$ cat config.mk
export PLATFORM = sky130hd
export DESIGN_NAME = rx_sample_sequencer
export DESIGN_NICKNAME = d
export VERILOG_FILES = /design/src/rtl/rx_sample_sequencer.sv
export SDC_FILE = /design/constraint.sdc
export NUM_CORES = 1
export LEC_CHECK = 0
export CAP_MARGIN = 20
export CORE_MARGIN = 4
export CORE_UTILIZATION = 30
export CTS_CLUSTER_DIAMETER = 120
export CTS_CLUSTER_SIZE = 24
export DETAILED_ROUTE_END_ITERATION = 12
export PLACE_DENSITY = 0.62
export SYNTH_ARGS = -nofsm -noshare
export SYNTH_HDL_FRONTEND = slang
export SYNTH_SLANG_ARGS = --single-unit
$ cat constraint.sdc
create_clock -name clk -period 5.17 [get_ports clk]
set_input_delay 1.551 -clock clk [delete_from_list [all_inputs] [get_ports clk]]
set_output_delay 1.551 -clock clk [all_outputs]
set_load 0.02 [all_outputs]
$ cat src/rtl/rx_sample_sequencer.sv
// RX frame capture sequencer: qualifies a start at the sample-tick rate, captures a fixed
// window MSB-first, and holds it for the decoder under valid/ready while counting lost starts.
module rx_sample_sequencer #(
  parameter int SAMPLES    = 80,
  parameter int QUAL_TICKS = 1,
  parameter int DROP_W     = 8
) (
  input  logic               clk,
  input  logic               rst,
  input  logic               sample_tick,
  input  logic               rx_signal,
  input  logic               arm,
  input  logic               frame_ready,
  output logic [SAMPLES-1:0] frame_data,
  output logic               frame_valid,
  output logic               busy,
  output logic [7:0]         sample_count,
  output logic               overrun,
  output logic [DROP_W-1:0]  drop_count
);

  localparam logic [2:0] IDLE    = 3'd0;
  localparam logic [2:0] HUNT    = 3'd1;
  localparam logic [2:0] QUAL    = 3'd2;
  localparam logic [2:0] CAPTURE = 3'd3;
  localparam logic [2:0] HOLD    = 3'd4;

  localparam logic [7:0] FULL_COUNT = 8'(SAMPLES);
  localparam logic [7:0] QUAL_COUNT = 8'(QUAL_TICKS);

  logic [2:0]         state_reg, state_next;
  logic [SAMPLES-1:0] frame_data_reg, frame_data_next;
  logic               frame_valid_reg, frame_valid_next;
  logic [7:0]         sample_count_reg, sample_count_next;
  logic               overrun_reg, overrun_next;
  logic [DROP_W-1:0]  drop_count_reg, drop_count_next;
  logic               prev_rx_reg;
  logic               start_frame, store_en, clear_frame;
  logic [7:0]         count_inc;

  assign count_inc = (sample_count_reg == FULL_COUNT) ? sample_count_reg : sample_count_reg + 8'd1;

  always_comb begin
    state_next        = state_reg;
    frame_valid_next  = frame_valid_reg;
    sample_count_next = sample_count_reg;
    overrun_next      = overrun_reg;
    drop_count_next   = drop_count_reg;
    start_frame       = 1'b0;
    store_en          = 1'b0;
    clear_frame       = 1'b0;
    case (state_reg)
      IDLE: begin
        if (arm) state_next = HUNT;
        else     overrun_next = 1'b0;
      end
      HUNT, QUAL, CAPTURE: begin
        if (!arm) begin
          // Disarm discards any partial frame, even on the final capture tick.
          state_next        = IDLE;
          sample_count_next = 8'd0;
          clear_frame       = 1'b1;
        end else if (sample_tick) begin
          if (state_reg == HUNT) begin
            if (rx_signal) begin
              start_frame       = 1'b1;
              sample_count_next = 8'd1;
              state_next        = (QUAL_TICKS == 1) ? CAPTURE : QUAL;
            end
          end else if (state_reg == QUAL && !rx_signal) begin
            state_next        = HUNT;
            sample_count_next = 8'd0;
            clear_frame       = 1'b1;
          end else begin
            store_en          = 1'b1;
            sample_count_next = count_inc;
            if (count_inc == FULL_COUNT) begin
              state_next       = HOLD;
              frame_valid_next = 1'b1;
            end else if (state_reg == QUAL && count_inc == QUAL_COUNT) begin
              state_next = CAPTURE;
            end
          end
        end
      end
      HOLD: begin
        if (sample_tick && rx_signal && !prev_rx_reg) begin
          overrun_next = 1'b1;
          if (drop_count_reg != {DROP_W{1'b1}}) drop_count_next = drop_count_reg + 1'b1;
        end
        if (frame_ready) begin
          frame_valid_next  = 1'b0;
          sample_count_next = 8'd0;
          state_next        = arm ? HUNT : IDLE;
        end
      end
      default: state_next = IDLE;
    endcase
  end

  // Bit gi holds sample number SAMPLES-1-gi; first sample lands in the MSB.
  for (genvar gi = 0; gi < SAMPLES; gi++) begin : g_frame_bit
    localparam logic [7:0] POS = 8'(SAMPLES - 1 - gi);
    assign frame_data_next[gi] = clear_frame ? 1'b0 :
                                 start_frame ? (gi == SAMPLES - 1) :
                                 (store_en && sample_count_reg == POS) ? rx_signal :
                                 frame_data_reg[gi];
  end

  always_ff @(posedge clk or posedge rst) begin
    if (rst) begin
      state_reg        <= IDLE;
      frame_data_reg   <= '0;
      frame_valid_reg  <= 1'b0;
      sample_count_reg <= 8'd0;
      overrun_reg      <= 1'b0;
      drop_count_reg   <= '0;
      prev_rx_reg      <= 1'b1;
    end else begin
      state_reg        <= state_next;
      frame_data_reg   <= frame_data_next;
      frame_valid_reg  <= frame_valid_next;
      sample_count_reg <= sample_count_next;
      overrun_reg      <= overrun_next;
      drop_count_reg   <= drop_count_next;
      if (sample_tick) prev_rx_reg <= rx_signal;
    end
  end

  assign frame_data   = frame_data_reg;
  assign frame_valid  = frame_valid_reg;
  assign busy         = (state_reg == QUAL) || (state_reg == CAPTURE);
  assign sample_count = sample_count_reg;
  assign overrun      = overrun_reg;
  assign drop_count   = drop_count_reg;

endmodule

==> metrics.md <==
| Metric | Value |
|---|---|
| Row count | `47` |
| Critical Path AT | `~3.8 ns` |
| FF-to-FF path depth | `8` |
| Worst R2R Start | `sample_count[0]$_DFFE_PP0P_` |
| Clock latency on the worst-skew pair | `0.35 ns` |
| Register-to-register setup slack | `between 2 and 2.5 ns` |
| CP Max Fanout | `31` |
| Hold Crit Depth | `2` |
| Antenna violations before repair | `0` |
| Synth area leaders | `dfrtp_1 (49%), nand2_1 (12%), a21oi_1 (8.1%)` |
| Die Y | `approximately 140 µm` |
| Max-cap viol count | `0` |
| Cell variety after synth | `48` |
| Startpoint Class | `input port` |
| Vias in the first global route | `4412` |
| Unrepaired setup endpoints after global routing | `no` |
| Top FF cell, synth | `dfrtp_1` |
| WS Path Type | `input port to register` |
| Longest Clk Path Bufs | `2` |
| Final ANT Viol Nets | `0` |
| Max_slew headroom | `39.4%` |
| Crit. Startpoint | `arm` |
| Seq/Total Area, Yosys | `about half` |
| EDFF count, synth | `0` |
| Placed inst area | `roughly 6400 µm²` |
| CTS clk-pin slew, worst paths | `approximately 0.070 ns` |
| Ports | `105` |
| Setup repair bufs after CTS | `0` |
| Skew final | `0.00596 ns` |
| Tcrit/Tclk final | `between 60% and 70%` |
| First-pass GRT wire length | `around 26000 µm` |
| Worst hold slack | `around 0.5 ns` |
| DRC Markers | `0` |
| Total GRT Usage | `between 10% and 20%` |
| Data required, critical path | `around 5.4 ns` |
| DRT Pass-1 Iters | `7` |
| Initial DRC count | `between 300 and 400` |
| Filler cells | `approximately 1700` |
| Post-synthesis async set-or-reset flop share | `100%` |
| Clock sink total | `a little over 100` |
| Synth top area share | `48.5%` |
| Largest register FFs | `80` |
| Area delta synth->final | `28.6%` |
| Final setup viols | `0` |
| Slowest CP cell | `clkdlybuf4s50_1` |
| DR WL/cell | `between 15 and 20 µm` |
| # hold bufs at CTS | `0` |
| # diodes | `0` |
| Hold EP | `prev_rx_reg$_DFFE_PP1P_` |
| Fraction of layout cells with a size suffix above 1 | `roughly 5.3%` |
| Fin nets | `between 700 and 800` |
| Die span in x | `between 100 and 150 µm` |
| Final max-slew violation count | `0` |
| Final hold violations | `0` |
| Post-route cell area | `6700 µm²` |
| Vias per inst | `5.05` |
| Cell taking the most area after synthesis | `dfrtp_1` |
| Largest stage delay, worst path | `slightly below 0.7 ns` |
| Post-synthesis cell count | `638` |
| Final WL | `about 16000 µm` |
| Minimum clock period | `roughly 3.5 ns` |
| Mapped Area | `5210 µm²` |
| Power per cell area | `292 nW/µm²` |
| Status | `completed` |
| Leak | `2.57 nW` |
| FF-to-FF End | `state_reg[1]$_DFFE_PP0P_` |
| GPL Wtd Cong | `~0.8` |
| Hold Crit Class | `register to register` |
| Die area | `slightly below 20000 µm²` |
| Final Util | `about two fifths` |
| Crit path cell chain | `clkdlybuf4s50_1, nand3b_1, nor4_1, nor3b_2, buf_4, nand2_1, mux2i_1, nor2_1` |
| Peak VDD IR | `around 160 µV` |
| Routed via count | `4704` |
| Gates resized, CTS repair | `0` |
| Initial Util | `31.0%` |
| Syn nets | `between 600 and 700` |
| Largest net degree at the start of global routing | `84` |
| HPWL after DPL | `10300 µm` |
| Overflow after GRT | `0` |
| Root Driver | `clkbuf_16` |
| Worst slew pin tran | `0.904 ns` |
| Core area | `between 15000 and 20000 µm²` |
| Port Buffer Count | `around 100` |
| CTS H-tree depth | `3` |
| HP Start | `prev_rx_reg$_DFFE_PP1P_` |
| Setup_tns | `0 ns` |
| CTS tree | `yes` |
| Crit path capture type | `register` |
| Yosys warns | `0` |
| Syn avg cell area | `just over 8 µm²` |
| Highest Clock Rate | `approximately 280 MHz` |
| Yosys reg bits | `approximately 100` |
| TritonCTS buffer count | `9` |
[cells in the mapped netlist (all sizes together) (4+ instances only)]
| cell type | n |
|---|---|
| buf | 8 |
| and2 | 12 |
| a21oi | 84 |
| and3 | 10 |
| inv | 8 |
| nand2 | 171 |
| nor2b | 5 |
| nor2 | 20 |
| nand3b | 4 |
| xnor2 | 6 |
| o21ai | 23 |
| nand4 | 7 |
| ha | 6 |
| clkbuf | 49 |
| nand3 | 81 |
| dfrtp | 101 |
| mux2i | 4 |
[logic make-up (layout without fill, tap and decap cells)]
kind of cell | count (synthesis) | after routing | share of synthesized area (%)
AOI/OAI and AO/OA | 122 | 122 | 13.2
xor gates and xnor gates | 9 | 9 | 1.51
adders and majority gates | 6 | 6 | 1.44
buffers and inverters | 65 | 138 | 4.92
and+or+nand+nor | 327 | 327 | 28.5
muxes | 7 | 7 | 1.42
DFF | 102 | 102 | 49.0
[critical path: cells and delay by family]
kind / cells / cell delay, ns
AND/OR/NAND/NOR: 5 / 1.03
buffers and inverters: 2 / 1.00
multiplexers: 1 / 0.16
[layout make-up]
cell class                 count  area, µm²  share of cell area, %
sequential                   102       2550                   38.1
multi-input combinational    471       2430                   36.2
timing repair buffer         114       1110                   16.6
tap                          220        275                   4.11
clock buffer                  11        243                   3.62
clock inverter                 5       57.6                  0.859
inverter                       8       32.5                  0.486
[worst max path at each step]
stage	endpoint	slack [ns]	cells after the start
2_1_floorplan	drop_count[0]$_DFFE_PP0P_	0.95	1
3_3_place_gp	frame_data[48]$_DFFE_PP0P_	1.25	8
3_5_place_dp	frame_data[48]$_DFFE_PP0P_	1.27	8
4_1_cts	frame_data[48]$_DFFE_PP0P_	1.62	8
5_1_grt	frame_data[48]$_DFFE_PP0P_	1.35	8
6_report	frame_data[48]$_DFFE_PP0P_	1.63	8
[stage by stage]
stage	setup slack [ns]	power (mW)	instances
3_5_place_dp	1.27	1.27	915
2_1_floorplan	0.945	1.12	638
4_1_cts	1.62	1.98	931
5_1_grt	1.35	2.06	931
3_3_place_gp	1.25	1.26	915
6_report	1.63	1.95	931
[power by group]
| part | leakage, nW | switching (mW) | internal [mW] |
|---|---|---|---|
| sequential | 1.41 | 0.0448 | 0.814 |
| combinational | 1.00 | 0.272 | 0.115 |
| clock | 0.150 | 0.317 | 0.391 |
| total | 2.57 | 0.634 | 1.32 |
[cells in the final DEF, fill, tap and decap left out, drive strengths merged, types with 2 or more instances in the layout]
cell	count
xor2	3
clkinv	3
nor2	20
or2	2
nor2b	5
and2	12
ha	6
nand4	7
clkdlybuf4s50	103
clkbuf	11
buf	11
nor3	3
xnor2	6
o41ai	2
o21ai	23
nor4	2
nand3	81
inv	9
nand3b	4
and3	10
a21oi	84
mux2	3
nand2	171
nor3b	3
o31ai	2
or3	3
dfrtp	101
mux2i	4
[per-layer routing]
layer	vias to the layer above	wire length, µm	track usage (%)	part of all wire, %
met3	15	750	2.64	4.7
met2	129	7470	25.9	47
met1	2263	7370	23.1	47
li1	2297	-	-	-
met4	0	237	5.00	1.5
met5	-	0	0	0
Note: power is estimated with default switching activity, not from simulation.
